<file path="src/rtl/p2s_feed_scheduler_if.sv">
// Demapper-to-serializer handshake bundle: upstream word/order in, serializer load strobe and flow status out.
// The scheduler takes the slave side; the upstream/serializer environment takes the master side.
interface p2s_feed_scheduler_if #(
    parameter int maxWordOut = 6,
    parameter int FIFO_DEPTH = 4
);
    localparam int LW = $clog2(FIFO_DEPTH + 1);

    logic                            flush;
    logic                            ival;
    logic                            iready;
    logic [3:0]                      modOrder;
    logic signed [5*maxWordOut-1:0]  ibit;
    logic                            oval;
    logic [3:0]                      oorder;
    logic signed [5*maxWordOut-1:0]  obit;
    logic [LW-1:0]                   level;
    logic                            errOrder;

    modport slave (
        input  flush, ival, modOrder, ibit,
        output iready, oval, oorder, obit, level, errOrder
    );

    modport master (
        output flush, ival, modOrder, ibit,
        input  iready, oval, oorder, obit, level, errOrder
    );
endinterface

</file>
<file path="src/rtl/p2s_feed_scheduler.sv">
// Buffers soft-bit words and issues one serializer load per maxWordOut-cycle slot; load one edge after a word is visible in IDLE.
// iready = !full, taken before any same-cycle pop; flush empties the FIFO but never shortens the running slot.
module p2s_feed_scheduler #(
    parameter int maxWordOut = 6,
    parameter int FIFO_DEPTH = 4
) (
    input  logic                    clk_h,
    input  logic                    rst,
    p2s_feed_scheduler_if.slave     bus
);
    localparam int BW = 5 * maxWordOut;
    localparam int PW = (FIFO_DEPTH > 1) ? $clog2(FIFO_DEPTH) : 1;
    localparam int LW = $clog2(FIFO_DEPTH + 1);
    localparam int CW = (maxWordOut > 1) ? $clog2(maxWordOut) : 1;

    localparam logic [3:0]    MAX_ORD    = 4'(maxWordOut);
    localparam logic [LW-1:0] FULL_LVL   = LW'(FIFO_DEPTH);
    localparam logic [CW-1:0] CNT_RELOAD = CW'(maxWordOut - 1);

    typedef enum logic {IDLE = 1'b0, BUSY = 1'b1} state_t;

    typedef struct packed {
        logic [3:0]           ord;
        logic signed [BW-1:0] bits;
    } entry_t;

    entry_t         r_mem [FIFO_DEPTH];
    logic [PW-1:0]  r_wptr;
    logic [PW-1:0]  r_rptr;
    logic [LW-1:0]  r_level;
    state_t         r_state;
    state_t         w_state_nxt;
    logic [CW-1:0]  r_cnt;
    logic [CW-1:0]  w_cnt_nxt;
    logic           r_oval;
    logic [3:0]     r_oorder;
    logic [BW-1:0]  r_obit;
    logic           r_err;

    logic w_full;
    logic w_empty;
    logic w_hs;
    logic w_ord_ok;
    logic w_push;
    logic w_pop;

    assign w_full   = (r_level == FULL_LVL);
    assign w_empty  = (r_level == '0);
    assign w_hs     = bus.ival && !w_full && !bus.flush;
    assign w_ord_ok = (bus.modOrder != 4'd0) && (bus.modOrder <= MAX_ORD);
    assign w_push   = w_hs && w_ord_ok;

    always_ff @(posedge clk_h or posedge rst) begin
        if (rst) begin
            r_state <= IDLE;
            r_cnt   <= '0;
        end else begin
            r_state <= w_state_nxt;
            r_cnt   <= w_cnt_nxt;
        end
    end

    // Emptiness comes from the registered level, so a word written this cycle cannot be popped until the next.
    always_comb begin
        w_state_nxt = r_state;
        w_cnt_nxt   = r_cnt;
        w_pop       = 1'b0;
        case (r_state)
            IDLE: begin
                if (!w_empty && !bus.flush) begin
                    w_pop       = 1'b1;
                    w_cnt_nxt   = CNT_RELOAD;
                    w_state_nxt = BUSY;
                end
            end
            BUSY: begin
                if (r_cnt != '0) begin
                    w_cnt_nxt = r_cnt - CW'(1);
                end else if (!w_empty && !bus.flush) begin
                    w_pop     = 1'b1;
                    w_cnt_nxt = CNT_RELOAD;
                end else begin
                    w_state_nxt = IDLE;
                end
            end
            default: w_state_nxt = IDLE;
        endcase
    end

    always_ff @(posedge clk_h) begin
        if (w_push) begin
            r_mem[r_wptr] <= '{ord: bus.modOrder, bits: bus.ibit};
        end
    end

    always_ff @(posedge clk_h or posedge rst) begin
        if (rst) begin
            r_wptr  <= '0;
            r_rptr  <= '0;
            r_level <= '0;
            r_err   <= 1'b0;
        end else begin
            r_err <= w_hs && !w_ord_ok;
            if (bus.flush) begin
                r_wptr  <= '0;
                r_rptr  <= '0;
                r_level <= '0;
            end else begin
                if (w_push) r_wptr <= r_wptr + PW'(1);
                if (w_pop)  r_rptr <= r_rptr + PW'(1);
                case ({w_push, w_pop})
                    2'b10:   r_level <= r_level + LW'(1);
                    2'b01:   r_level <= r_level - LW'(1);
                    default: r_level <= r_level;
                endcase
            end
        end
    end

    always_ff @(posedge clk_h or posedge rst) begin
        if (rst) begin
            r_oval   <= 1'b0;
            r_oorder <= '0;
            r_obit   <= '0;
        end else begin
            r_oval <= w_pop;
            if (w_pop) begin
                r_oorder <= r_mem[r_rptr].ord;
                r_obit   <= r_mem[r_rptr].bits;
            end
        end
    end

    assign bus.iready   = !w_full;
    assign bus.oval     = r_oval;
    assign bus.oorder   = r_oorder;
    assign bus.obit     = r_obit;
    assign bus.level    = r_level;
    assign bus.errOrder = r_err;

endmodule
</file>
<file path="src/flat_wrapper.sv">
// flat-port wrapper written by rule: the top's interface ports become plain ports
module p2s_feed_scheduler_flat 
#(
    parameter int maxWordOut = 6,
    parameter int FIFO_DEPTH = 4
)
  (clk_h, rst, bus_flush, bus_ival, bus_modOrder, bus_ibit, bus_iready, bus_oval, bus_oorder, bus_obit, bus_level, bus_errOrder);
  p2s_feed_scheduler_if #(.maxWordOut(maxWordOut), .FIFO_DEPTH(FIFO_DEPTH)) bus_i ();
  input  logic clk_h;
  input  logic rst;
  input wire logic [$bits(bus_i.flush)-1:0] bus_flush;
  input wire logic [$bits(bus_i.ival)-1:0] bus_ival;
  input wire logic [$bits(bus_i.modOrder)-1:0] bus_modOrder;
  input wire logic [$bits(bus_i.ibit)-1:0] bus_ibit;
  output wire logic [$bits(bus_i.iready)-1:0] bus_iready;
  output wire logic [$bits(bus_i.oval)-1:0] bus_oval;
  output wire logic [$bits(bus_i.oorder)-1:0] bus_oorder;
  output wire logic [$bits(bus_i.obit)-1:0] bus_obit;
  output wire logic [$bits(bus_i.level)-1:0] bus_level;
  output wire logic [$bits(bus_i.errOrder)-1:0] bus_errOrder;
  assign bus_i.flush = bus_flush;
  assign bus_i.ival = bus_ival;
  assign bus_i.modOrder = bus_modOrder;
  assign bus_i.ibit = bus_ibit;
  assign bus_iready = bus_i.iready;
  assign bus_oval = bus_i.oval;
  assign bus_oorder = bus_i.oorder;
  assign bus_obit = bus_i.obit;
  assign bus_level = bus_i.level;
  assign bus_errOrder = bus_i.errOrder;
  p2s_feed_scheduler #(.maxWordOut(maxWordOut), .FIFO_DEPTH(FIFO_DEPTH)) u_core (.clk_h(clk_h), .rst(rst), .bus(bus_i));
endmodule
</file>
<file path="config.mk">
export PLATFORM = sky130hd
export DESIGN_NAME = p2s_feed_scheduler_flat
export DESIGN_NICKNAME = d
export VERILOG_FILES = /design/src/rtl/p2s_feed_scheduler_if.sv /design/src/rtl/p2s_feed_scheduler.sv /design/src/flat_wrapper.sv
export SDC_FILE = /design/constraint.sdc
export NUM_CORES = 1
export LEC_CHECK = 0
export CORE_ASPECT_RATIO = 1.1
export CORE_MARGIN = 2
export CORE_UTILIZATION = 45
export CTS_CLUSTER_SIZE = 24
export DETAILED_ROUTE_END_ITERATION = 12
export PLACE_DENSITY_LB_ADDON = 0.08
export SLEW_MARGIN = 20
export SYNTH_ARGS = -nofsm -noshare
export SYNTH_HDL_FRONTEND = slang
export SYNTH_SLANG_ARGS = --single-unit
</file>
<file path="constraint.sdc">
create_clock -name clk_h -period 3.1 [get_ports clk_h]
set_clock_uncertainty 0.05 [all_clocks]
set_input_delay 0.62 -clock clk_h [delete_from_list [all_inputs] [get_ports clk_h]]
set_output_delay 0.62 -clock clk_h [all_outputs]
set_load 0.01 [all_outputs]
</file>
==> impl_table.tex, run 1 <==
\begin{tabular}{lr}
\hline
Metric & Value \\
\hline
\multicolumn{2}{l}{\textbf{Cells and area}} \\
Ratio of cells with drive above 1 in the final layout & between 10\% and 20\% \\
Syn-to-layout area delta & 24.89\% \\
Number of nets in the finished design & around 540 \\
Number of inserted filler cells in the final layout & 1229 \\
Most common cell after layout, fill and taps aside & sky130\_fd\_sc\_hd\_\_edfxtp\_1 \\
Post-route standard cell area excluding fillers & between 0.008 and 0.009 mm² \\
Final core area utilization & 57.68\% \\
Antenna cells & 0 \\
Commonest cells after routing, fill and taps aside & sky130\_fd\_sc\_hd\_\_edfxtp\_1 (136), sky130\_fd\_sc\_hd\_\_nand2\_1 (106), sky130\_fd\_sc\_hd\_\_clkdlybuf4s50\_1 (77) \\
\multicolumn{2}{l}{\textbf{Synthesis}} \\
Cell type with the highest aggregate area in the netlist & sky130\_fd\_sc\_hd\_\_edfxtp\_1 \\
Post-Synthesis Cells & approximately 400 \\
Syn nets & 449 \\
Share of synthesized area spent on multiplexers & 11.46\% \\
Fraction of synthesized cell area taken by the top area cell type & 58.74\% \\
Synthesized-area fraction occupied by and/or/nand/nor cells & under 10\% \\
Dominant combinational cell family by area after synthesis & multiplexers \\
Library cells used by synthesis & 35 \\
Mean area per synthesized cell & around 17 µm² \\
Compound-Gate Fraction of Synth Area & under 10\% \\
Cell types occupying the most area after synthesis & sky130\_fd\_sc\_hd\_\_edfxtp\_1 (59\%), sky130\_fd\_sc\_hd\_\_dfrtp\_1 (17\%), sky130\_fd\_sc\_hd\_\_mux4\_2 (11\%), sky130\_fd\_sc\_hd\_\_nand2\_1 (5.8\%), sky130\_fd\_sc\_hd\_\_ha\_1 (1.1\%) \\
Xor-xnor portion of the synthesized cell area & less than 1\% \\
Post-Synth Adder-Cell Area & $\sim$1.4\% \\
Fraction of the yosys area taken by sequential cells & between 70 and 80\% \\
Syn. warnings & 0 \\
Netlist area before placement & slightly below 0.007 mm² \\
Total of flip-flops plus latches after synthesis & 183 \\
\multicolumn{2}{l}{\textbf{Place}} \\
Placement Cell Area & slightly above 0.008 mm² \\
Number of I/O port buffers & 77 \\
Final weighted congestion of routability-driven global placement & around 0.7 \\
Dpl hpwl & 7768 µm \\
Minimum setup slack after placement & 0.2631 ns \\
\multicolumn{2}{l}{\textbf{Clocking}} \\
Post-CTS Setup Repair Bufs & 0 \\
CTS hold repair buffers & 0 \\
Clock transition at the register clock pins on the worst setup and hold paths after CTS & 0.06 ns \\
Later-pin clock latency in the skew report & between 0.4 and 0.5 ns \\
TritonCTS sink count & between 150 and 200 \\
Root buffer cell & sky130\_fd\_sc\_hd\_\_clkbuf\_16 \\
Maximum number of buffers from clock root to sink & 2 \\
Clock tree from TritonCTS & yes \\
Total clock buffers created by CTS & 17 \\
Clock H-tree levels & 4 \\
Resize count post-CTS & 0 \\
\multicolumn{2}{l}{\textbf{Worst hold path}} \\
Hold Path Origin & u\_core.r\_cnt[0]\$\_DFF\_PP0\_ \\
Min-Delay Path Class & reg2reg \\
Hold Crit Depth & 1 \\
Terminating pin of the worst hold path & u\_core.r\_cnt[0]\$\_DFF\_PP0\_ \\
\multicolumn{2}{l}{\textbf{Timing}} \\
Final setup viols & 0 \\
Final Hold Violating Endpoints & 0 \\
Total Neg Setup Slack & 0 ns \\
Unrepaired setup endpoints after global routing & no \\
Final Max Tran Viols & 0 \\
Maximum achievable frequency & around 400 MHz \\
Slew at the pin with the worst max-slew slack & $\sim$0.9 ns \\
Worst-case setup margin in the final layout & roughly 0.62 ns \\
Minimum period implied by the final worst setup slack & between 2 and 2.5 ns \\
Period Utilization, post-route & 80.16\% \\
Max-slew headroom & 40.23\% \\
\multicolumn{2}{l}{\textbf{Status}} \\
Run status & finished clean \\
\multicolumn{2}{l}{\textbf{Floorplanning}} \\
Number of top-level pins & between 70 and 80 \\
Initial Util & a little under half \\
Die Y-Extent & $\sim$130 µm \\
Placeable Area & around 0.015 mm² \\
Die Width & about 120 µm \\
Total die area & roughly 0.016 mm² \\
Rows & 47 \\
\multicolumn{2}{l}{\textbf{Power and ir drop}} \\
Post-route total power & between 6000 and 7000 µW \\
Worst VDD drop & between 0.4 and 0.5 mV \\
Static power due to leakage & 0.003172 µW \\
Cell Pwr Density & 768.3 mW/mm² \\
\multicolumn{2}{l}{\textbf{Setup path}} \\
Endpoint class of the critical path & output port \\
CP arrival & 1.81 ns \\
Number of buffers and inverters on the critical path & 1 \\
Maximum net fanout on the critical path & 8 \\
Register-to-register setup slack & between 0.8 and 0.9 ns \\
Reg2reg end & u\_core.bus.level[1]\$\_DFFE\_PP0P\_ \\
Reg-to-Reg Start & u\_core.r\_cnt[0]\$\_DFF\_PP0\_ \\
Worst path cell trace & or3b\_4, clkdlybuf4s50\_1 \\
Delay of the slowest critical-path stage & about 0.49 ns \\
Kind of launch point of the worst setup path & flip-flop \\
CP required & 2.43 ns \\
Cell family contributing the most delay on the critical path & buffers and inverters \\
Class of the most critical setup path & reg2out \\
Slowest cell on crit path & sky130\_fd\_sc\_hd\_\_clkdlybuf4s50\_1 \\
R2r worst-path depth & 9 \\
\multicolumn{2}{l}{\textbf{Drt}} \\
Residual DRC count & 0 \\
Starting DRC count in detailed routing & approximately 160 \\
Detailed Route WL & 12690 µm \\
First drt pass iteration count & 4 \\
Number of nets with antenna violations after routing & 0 \\
Vias per Instance & roughly 5.0 \\
Number of vias in the routed layout & roughly 3500 \\
Drt wl/cell & 17.99 µm \\
\multicolumn{2}{l}{\textbf{Global route}} \\
Overflow after GRT & 0 \\
Maximum number of pins on one net before global-route repair & 38 \\
GRT Total Usage & approximately 17\% \\
First-pass GRT wire length & around 21000 µm \\
Antenna violations before repair & 0 \\
Via count of the first global-routing pass & 3824 \\
\multicolumn{2}{l}{\textbf{Flow run}} \\
MaxCap Viol Count & 0 \\
\hline
\end{tabular}
## worst register-to-register path, stage by stage, from the launching register on
cell	delay [ns]
sky130_fd_sc_hd__dfrtp_1	0.39
sky130_fd_sc_hd__inv_1	0.09
sky130_fd_sc_hd__ha_1	0.20
sky130_fd_sc_hd__nand2b_1	0.08
sky130_fd_sc_hd__nand2_1	0.23
sky130_fd_sc_hd__nand2_2	0.11
sky130_fd_sc_hd__nor2_1	0.14
sky130_fd_sc_hd__fa_1	0.44
sky130_fd_sc_hd__a221oi_1	0.28
sky130_fd_sc_hd__a211oi_1	0.08
## registers in the layout (all words and copies together) (netlist names), 2 cells and up
name	flops
u_core.bus.oorder	4
u_core.r_rptr	2
u_core.r_cnt	3
u_core.bus.obit	30
u_core.r_mem	136
u_core.r_wptr	2
u_core.bus.level	3
## power by group
| group | leakage [µW] | total (µW) | switching, µW | internal (µW) |
|---|---|---|---|---|
| clock | 0.000295 | 2210 | 877 | 1340 |
| combinational | 0.00105 | 1410 | 641 | 767 |
| sequential | 0.00182 | 3050 | 148 | 2900 |
## worst max-delay path by stage
| stage | start | endpoint | slack, ns | depth (start not counted) |
|---|---|---|---|---|
| 4_1_cts | u_core.bus.level[2]$_DFFE_PP0P_ | bus_iready | 0.58 | 2 |
| 3_3_place_gp | bus_modOrder[1] | u_core.bus.level[2]$_DFFE_PP0P_ | 0.32 | 9 |
| 5_1_grt | u_core.bus.level[2]$_DFFE_PP0P_ | bus_iready | 0.53 | 2 |
| 3_5_place_dp | bus_modOrder[2] | u_core.bus.level[2]$_DFFE_PP0P_ | 0.26 | 9 |
| 6_report | u_core.bus.level[2]$_DFFE_PP0P_ | bus_iready | 0.62 | 2 |
| 2_1_floorplan | bus_flush | u_core.r_mem[0][0]$_DFFE_PP_ | 0.38 | 6 |
## cells by family (layout without fill, tap and decap cells)
family | count (synthesis) | count (layout)
AOI/OAI and AO/OA | 11 | 11
xor gates and xnor gates | 3 | 3
adders and majority gates | 7 | 7
buffers and inverters | 24 | 129
DFF | 183 | 183
muxes | 37 | 37
and+or+nand+nor | 139 | 139
## through the flow
| step | cells | hold slack, ns |
|---|---|---|
| after floorplan | 404 | 0.3896 |
| after global placement | 673 | 0.4066 |
| after detailed placement | 673 | 0.4113 |
| after CTS | 705 | 0.4200 |
| after global routing | 705 | 0.4357 |
| final | 705 | 0.4143 |
## layout make-up
cell class / count / area [µm²] / area share (%)
multi-input combinational: 197 / 1585 / 18.26
tap: 196 / 245.2 / 2.824
sequential: 183 / 5263 / 60.61
timing repair buffer: 91 / 950.9 / 10.95
clock buffer: 21 / 471.7 / 5.432
inverter: 6 / 22.52 / 0.2594
clock inverter: 11 / 145.1 / 1.671
## cell usage after synthesis, drive strengths merged
library cell / n
and2: 5
mux2: 1
nor2b: 2
o22ai: 1
nor4b: 1
o31ai: 1
a211oi: 1
a21oi: 3
clkbuf: 4
a221oi: 1
mux2i: 2
o21ai: 2
nor3: 5
inv: 6
dfrtp: 47
nand3b: 2
nand2: 107
or3b: 1
a22oi: 1
ha: 6
and3: 1
a21o: 1
buf: 14
edfxtp: 136
nor2: 12
xnor2: 1
nand3: 1
fa: 1
mux4: 34
nand2b: 2
xor2: 2
## layer usage
| metal | vias up | routed length (µm) | GRT usage [%] |
|---|---|---|---|
| li1 | 1668 | - | - |
| met1 | 1797 | 5691 | 22.92 |
| met2 | 73 | 6358 | 27.10 |
| met3 | 11 | 458 | 4.592 |
| met4 | 0 | 178 | 6.833 |
| met5 | - | 0 | 0 |
No activity file was read; power rests on OpenSTA's default activity.
==> run 2: changes to the inputs <==
- clock period: 3.1 -> 2.3 ns (I/O delays scaled with it)
==> impl_table.tex, run 2 (synthesis gave the netlist of run 1 again) <==
\begin{tabular}{lr}
\hline
Metric & Value \\
\hline
\multicolumn{2}{l}{\textbf{Status}} \\
Run status & finished clean \\
\multicolumn{2}{l}{\textbf{Flow run}} \\
MaxCap Viol Count & 0 (unchanged) \\
\multicolumn{2}{l}{\textbf{Global route}} \\
Maximum number of pins on one net before global-route repair & 48 (+26\%) \\
Overflow after GRT & 0 (unchanged) \\
GRT Total Usage & 17.36\% (+0.15 points) \\
Via count of the first global-routing pass & 3857 (+0.86\%) \\
First-pass GRT wire length & 20700 µm (+0.91\%) \\
Antenna violations before repair & 0 (unchanged) \\
\multicolumn{2}{l}{\textbf{Cells and area}} \\
Most common cell after layout, fill and taps aside & sky130\_fd\_sc\_hd\_\_edfxtp\_1 \\
Register name with the most flops & u\_core.r\_mem \\
Antenna cells & 0 (unchanged) \\
Post-route standard cell area excluding fillers & 0.008755 mm² (+0.82\%) \\
Number of inserted filler cells in the final layout & 1209 (-1.6\%) \\
Count of non-filler cells in the finished layout & 716 (+1.6\%) \\
Ratio of cells with drive above 1 in the final layout & 20.96\% (+2.9 points) \\
Commonest cells after routing, fill and taps aside & sky130\_fd\_sc\_hd\_\_edfxtp\_1 (136), sky130\_fd\_sc\_hd\_\_nand2\_1 (105), sky130\_fd\_sc\_hd\_\_clkdlybuf4s50\_1 (76) \\
Syn-to-layout area delta & 25.91\% \\
Number of nets in the finished design & 552 (+2.0\%) \\
Flip-flop count of the largest register, all copies and words added & 136 (unchanged) \\
\multicolumn{2}{l}{\textbf{Place}} \\
Dpl hpwl & 8081 µm (+4.0\%) \\
DP Cell Count & 684 (+1.6\%) \\
Final weighted congestion of routability-driven global placement & 0.7438 (+3.7\%) \\
Number of I/O port buffers & 77 (unchanged) \\
Placement Cell Area & 0.008194 mm² (+1.6\%) \\
\multicolumn{2}{l}{\textbf{Timing}} \\
Final Hold Violating Endpoints & 0 (unchanged) \\
Final setup viols & 0 (unchanged) \\
Maximum achievable frequency & $\sim$460 MHz \\
Total Neg Setup Slack & 0 ns (unchanged) \\
Max-slew headroom & 69.16\% (+29 points) \\
Final Max Tran Viols & 0 (unchanged) \\
Slew at the pin with the worst max-slew slack & 0.4627 ns (-0.4339 ns) \\
Unrepaired setup endpoints after global routing & no \\
Minimum period implied by the final worst setup slack & 2.153 ns \\
Period Utilization, post-route & $\sim$94\% \\
\multicolumn{2}{l}{\textbf{Power and ir drop}} \\
Worst VDD drop & 0.5900 mV (+46\%) \\
Cell Pwr Density & 999.6 mW/mm² (+30\%) \\
Static power due to leakage & 0.003208 µW (+1.2\%) \\
\multicolumn{2}{l}{\textbf{Clocking}} \\
Later-pin clock latency in the skew report & 0.42 ns (about the same) \\
Clock tree from TritonCTS & yes \\
Clock transition at the register clock pins on the worst setup and hold paths after CTS & 0.06 ns (about the same) \\
Maximum number of buffers from clock root to sink & 2 (unchanged) \\
Total clock buffers created by CTS & 17 (unchanged) \\
Clock H-tree levels & 4 (unchanged) \\
Post-CTS Setup Repair Bufs & 0 (unchanged) \\
Root buffer cell & sky130\_fd\_sc\_hd\_\_clkbuf\_16 \\
TritonCTS sink count & 183 (unchanged) \\
\multicolumn{2}{l}{\textbf{Setup path}} \\
Kind of launch point of the worst setup path & primary input \\
CP required & 2.55 ns (+0.12 ns) \\
Worst path cell trace & clkdlybuf4s50\_1, and3\_1, nor3\_2, nor2b\_4, nor2\_2, fa\_1, nand3b\_1, mux2i\_1, nor4b\_2 \\
Register-to-register setup slack & 0.20 ns (-0.68 ns) \\
Number of buffers and inverters on the critical path & 1 (unchanged) \\
Endpoint class of the critical path & flip-flop \\
Delay of the slowest critical-path stage & 0.46 ns (-0.03 ns) \\
Maximum net fanout on the critical path & 4 (-4) \\
CP arrival & 2.41 ns (+0.60 ns) \\
Slowest cell on crit path & sky130\_fd\_sc\_hd\_\_fa\_1 \\
Class of the most critical setup path & in2reg \\
Cell family contributing the most delay on the critical path & simple AND/OR/NAND/NOR gates \\
\multicolumn{2}{l}{\textbf{Floorplanning}} \\
Placeable Area & 0.01505 mm² (unchanged) \\
Total die area & 0.01646 mm² (unchanged) \\
Rows & 47 (unchanged) \\
Number of top-level pins & 78 (unchanged) \\
Die Width & 122.5 µm (unchanged) \\
Initial Util & 46.19\% (unchanged) \\
Die Y-Extent & 134.4 µm (unchanged) \\
\multicolumn{2}{l}{\textbf{Drt}} \\
Number of vias in the routed layout & 3621 (+2.0\%) \\
Residual DRC count & 0 (unchanged) \\
Detailed Route WL & 12910 µm (+1.7\%) \\
First drt pass iteration count & 4 (unchanged) \\
Drt wl/cell & 18.03 µm (+0.18\%) \\
Starting DRC count in detailed routing & 244 (+54\%) \\
Vias per Instance & 5.057 (+0.46\%) \\
Number of nets with antenna violations after routing & 0 (unchanged) \\
\multicolumn{2}{l}{\textbf{Worst hold path}} \\
Min-Delay Path Class & in2async \\
\hline
\end{tabular}
-- run 2: final timing paths --
| path | start | end | cells past startpoint |
|---|---|---|---|
| min reg2reg | u_core.bus.obit[10]$_DFFE_PP0P_ | u_core.bus.obit[10]$_DFFE_PP0P_ | 2 |
| min | rst | u_core.bus.obit[10]$_DFFE_PP0P_ | 3 |
| min in group clk_h | u_core.bus.obit[10]$_DFFE_PP0P_ | u_core.bus.obit[10]$_DFFE_PP0P_ | 2 |
| max in group asynchronous | rst | u_core.bus.level[1]$_DFFE_PP0P_ | 3 |
| max reg2reg | u_core.r_cnt[0]$_DFF_PP0_ | u_core.bus.level[2]$_DFFE_PP0P_ | 10 |
| max | bus_modOrder[2] | u_core.bus.level[2]$_DFFE_PP0P_ | 9 |
-- run 2: worst reg2reg max path, stage by stage (launching register included) --
cell	delay [ns]
sky130_fd_sc_hd__dfrtp_1	0.37
sky130_fd_sc_hd__inv_1	0.07
sky130_fd_sc_hd__ha_1	0.23
sky130_fd_sc_hd__nand2b_1	0.11
sky130_fd_sc_hd__nand2_2	0.13
sky130_fd_sc_hd__nand2_2	0.11
sky130_fd_sc_hd__nor2_2	0.05
sky130_fd_sc_hd__fa_1	0.46
sky130_fd_sc_hd__nand3b_1	0.18
sky130_fd_sc_hd__mux2i_1	0.16
sky130_fd_sc_hd__nor4b_2	0.06
-- run 2: layout make-up --
class | instances | area, µm² | share of cell area (%)
Clock buffer | 22 | 464.2 | 5.302
Multi-Input combinational cell | 197 | 1614 | 18.44
Sequential cell | 183 | 5266 | 60.15
Timing Repair Buffer | 102 | 1061 | 12.12
Clock inverter | 10 | 81.33 | 0.9290
Inverter | 6 | 22.52 | 0.2573
Tap cell | 196 | 245.2 | 2.801
-- run 2: routing by layer --
metal	part of all wire, %	vias to the layer above	track usage [%]
li1	-	1694	-
met1	43	1851	21.93
met2	52	65	29.23
met3	3.6	11	4.549
met4	1.2	0	5.683
met5	0	-	0
-- run 2: stage by stage --
stage | util, % | hold slack (ns) | power [µW] | worst slack (ns)
3_5_place_dp | 54.43 | 0.4109 | 6179 | -0.3741
2_1_floorplan | - | 0.3896 | 5237 | 0.01515
4_1_cts | 58.05 | 0.3649 | 8866 | 0.006155
6_report | 58.15 | 0.3626 | 8752 | 0.1471
5_1_grt | 58.15 | 0.3738 | 9201 | 0.02415
3_3_place_gp | 54.43 | 0.4071 | 6145 | -0.3417
-- run 2: power breakdown --
group / total (µW) / switching [µW] / internal (µW)
Combinational: 1970 / 900 / 1070
Clock: 2670 / 1140 / 1530
Sequential: 4110 / 196 / 3910
-- run 2: what timing repair did --
| action | 4_1_cts | 5_1_grt |
|---|---|---|
| setup endpoints to repair | 0 | 3 |
| endpoints found under the hold margin | 0 | 0 |
| gates resized for setup | 0 | 4 |
| hold buffers | 0 | 0 |
==> run 3: changes to the inputs <==
- CORE_MARGIN: 2 -> not set
==> impl_table.tex, run 3 (synthesis gave the netlist of run 1 again) <==
\begin{tabular}{lr}
\hline
Metric & Value \\
\hline
\multicolumn{2}{l}{\textbf{Timing}} \\
Maximum achievable frequency & 460.9 MHz (-0.78\%) \\
Final setup viols & 0 (unchanged) \\
Unrepaired setup endpoints after global routing & no \\
Max-slew headroom & 70.73\% (+1.6 points) \\
Final Max Tran Viols & 0 (unchanged) \\
Period Utilization, post-route & 94.34\% (+0.74 points) \\
Minimum period implied by the final worst setup slack & 2.170 ns (+0.01694 ns) \\
Slew at the pin with the worst max-slew slack & 0.4391 ns (-0.02360 ns) \\
Final Hold Violating Endpoints & 0 (unchanged) \\
\multicolumn{2}{l}{\textbf{Power and ir drop}} \\
Cell Pwr Density & 1002 mW/mm² (+0.25\%) \\
Static power due to leakage & 0.003250 µW (+1.3\%) \\
Post-route total power & 8852 µW (+1.2\%) \\
Worst VDD drop & 0.5009 mV (-15\%) \\
\multicolumn{2}{l}{\textbf{Cells and area}} \\
Flip-flop count of the largest register, all copies and words added & 136 (unchanged) \\
Register name with the most flops & u\_core.r\_mem \\
Syn-to-layout area delta & 27.05\% \\
Post-route standard cell area excluding fillers & 0.008833 mm² (+0.90\%) \\
Number of nets in the finished design & 558 (+1.1\%) \\
Ratio of cells with drive above 1 in the final layout & 21.29\% (+0.33 points) \\
Most common cell after layout, fill and taps aside & sky130\_fd\_sc\_hd\_\_edfxtp\_1 \\
Commonest cells after routing, fill and taps aside & sky130\_fd\_sc\_hd\_\_edfxtp\_1 (136), sky130\_fd\_sc\_hd\_\_nand2\_1 (105), sky130\_fd\_sc\_hd\_\_clkdlybuf4s50\_1 (76) \\
Antenna cells & 0 (unchanged) \\
\multicolumn{2}{l}{\textbf{Global route}} \\
Via count of the first global-routing pass & 3961 (+2.7\%) \\
First-pass GRT wire length & 21600 µm (+4.4\%) \\
GRT Total Usage & 18.60\% (+1.2 points) \\
Overflow after GRT & 0 (unchanged) \\
Antenna violations before repair & 0 (unchanged) \\
Maximum number of pins on one net before global-route repair & 37 (-23\%) \\
\multicolumn{2}{l}{\textbf{Floorplanning}} \\
Number of top-level pins & 78 (unchanged) \\
Rows & 47 (unchanged) \\
Initial Util & 46.19\% (unchanged) \\
Die Width & 120.5 µm (-1.6\%) \\
Total die area & 0.01595 mm² (-3.1\%) \\
Placeable Area & 0.01505 mm² (unchanged) \\
Die Y-Extent & 132.4 µm (-1.5\%) \\
\multicolumn{2}{l}{\textbf{Clocking}} \\
Clock transition at the register clock pins on the worst setup and hold paths after CTS & 0.06 ns (about the same) \\
Root buffer cell & sky130\_fd\_sc\_hd\_\_clkbuf\_16 \\
Maximum number of buffers from clock root to sink & 2 (unchanged) \\
Clock tree from TritonCTS & yes \\
Clock H-tree levels & 4 (unchanged) \\
TritonCTS sink count & 183 (unchanged) \\
Total clock buffers created by CTS & 17 (unchanged) \\
Later-pin clock latency in the skew report & 0.43 ns (about the same) \\
\multicolumn{2}{l}{\textbf{Drt}} \\
Starting DRC count in detailed routing & 217 (-11\%) \\
Detailed Route WL & 13520 µm (+4.7\%) \\
Residual DRC count & 0 (unchanged) \\
First drt pass iteration count & 4 (unchanged) \\
Number of vias in the routed layout & 3682 (+1.7\%) \\
Drt wl/cell & 18.72 µm (+3.9\%) \\
Vias per Instance & 5.100 (+0.84\%) \\
Number of nets with antenna violations after routing & 0 (unchanged) \\
\multicolumn{2}{l}{\textbf{Place}} \\
Dpl hpwl & 8758 µm (+8.4\%) \\
Placement Cell Area & 0.008249 mm² (+0.67\%) \\
Final weighted congestion of routability-driven global placement & 0.7154 (-3.8\%) \\
Number of I/O port buffers & 77 (unchanged) \\
\multicolumn{2}{l}{\textbf{Setup path}} \\
Endpoint class of the critical path & flip-flop \\
Kind of launch point of the worst setup path & primary input \\
CP arrival & 2.42 ns (about the same) \\
CP required & 2.55 ns (about the same) \\
Launch point of the worst path & bus\_modOrder[2] \\
Maximum net fanout on the critical path & 4 (unchanged) \\
Reg-to-Reg Start & u\_core.r\_cnt[0]\$\_DFF\_PP0\_ \\
Class of the most critical setup path & in2reg \\
\multicolumn{2}{l}{\textbf{Flow run}} \\
MaxCap Viol Count & 0 (unchanged) \\
\multicolumn{2}{l}{\textbf{Worst hold path}} \\
Min-Delay Path Class & in2async \\
\multicolumn{2}{l}{\textbf{Status}} \\
Run status & finished clean \\
\hline
\end{tabular}
## run 3: per-layer routing
layer / GRT usage [%] / vias to the layer above / routed length, µm
met4: 5.761 / 0 / 138
met1: 23.97 / 1886 / 5863
met5: 0 / - / 0
met3: 4.758 / 13 / 531
li1: - / 1706 / -
met2: 31.00 / 77 / 6985
## run 3: what timing repair did
item / in CTS / in global routing
hold buffers: 0 / 0
resized for setup: 0 / 4
setup endpoints to repair: 0 / 66
buffers inserted: 0 / 2
hold endpoints to repair: 0 / 0
## run 3: stage by stage
step                      util (%)  TNS (ns)  instances  setup WS (ns)  hold slack [ns]
after global placement       54.80    -37.94        688        -0.3307           0.4057
after floorplan                  -         0        404        0.01515           0.3896
after detailed placement     54.80    -43.56        688        -0.4371           0.4115
final                        58.68         0        722         0.1302           0.3090
after CTS                    58.48         0        720        0.01043           0.3302
after global routing         58.68         0        722       0.004588           0.3554
## run 3: worst paths after layout
| path | depth (start not counted) | end | slack (ns) |
|---|---|---|---|
| worst max-delay path | 9 | u_core.bus.level[2]$_DFFE_PP0P_ | 0.13 |
| worst min-delay path | 2 | u_core.bus.obit[12]$_DFFE_PP0P_ | 0.31 |
| worst max register to register | 9 | u_core.bus.level[1]$_DFFE_PP0P_ | 0.17 |
| worst min register to register | 2 | u_core.bus.obit[10]$_DFFE_PP0P_ | 0.42 |
| max in group asynchronous | 3 | u_core.r_rptr[0]$_DFFE_PP0P_ | 1.34 |
| min in group clk_h | 2 | u_core.bus.obit[10]$_DFFE_PP0P_ | 0.42 |
## run 3: final cells by class
cell class | instances | area (µm²)
clock buffer | 29 | 510.5
clock inverter | 3 | 43.79
fill | 1187 | 6221
inverter | 6 | 22.52
multi-input combinational | 197 | 1614
sequential | 183 | 5266
tap | 196 | 245.2
timing repair buffer | 108 | 1131
## run 3: worst max-delay path, cell delays in order
cell                              delay [ns]
sky130_fd_sc_hd__clkdlybuf4s50_1        0.44
sky130_fd_sc_hd__and3_1                 0.21
sky130_fd_sc_hd__nor3_2                 0.21
sky130_fd_sc_hd__nor2b_4                0.19
sky130_fd_sc_hd__nor2_2                 0.05
sky130_fd_sc_hd__fa_1                   0.44
sky130_fd_sc_hd__nand3b_1               0.19
sky130_fd_sc_hd__mux2i_1                0.17
sky130_fd_sc_hd__nor4b_2                0.07
## run 3: power by group
part,internal [µW],switching (µW)
Sequential,3910,196
Clock,1610,1130
Combinational,1080,921
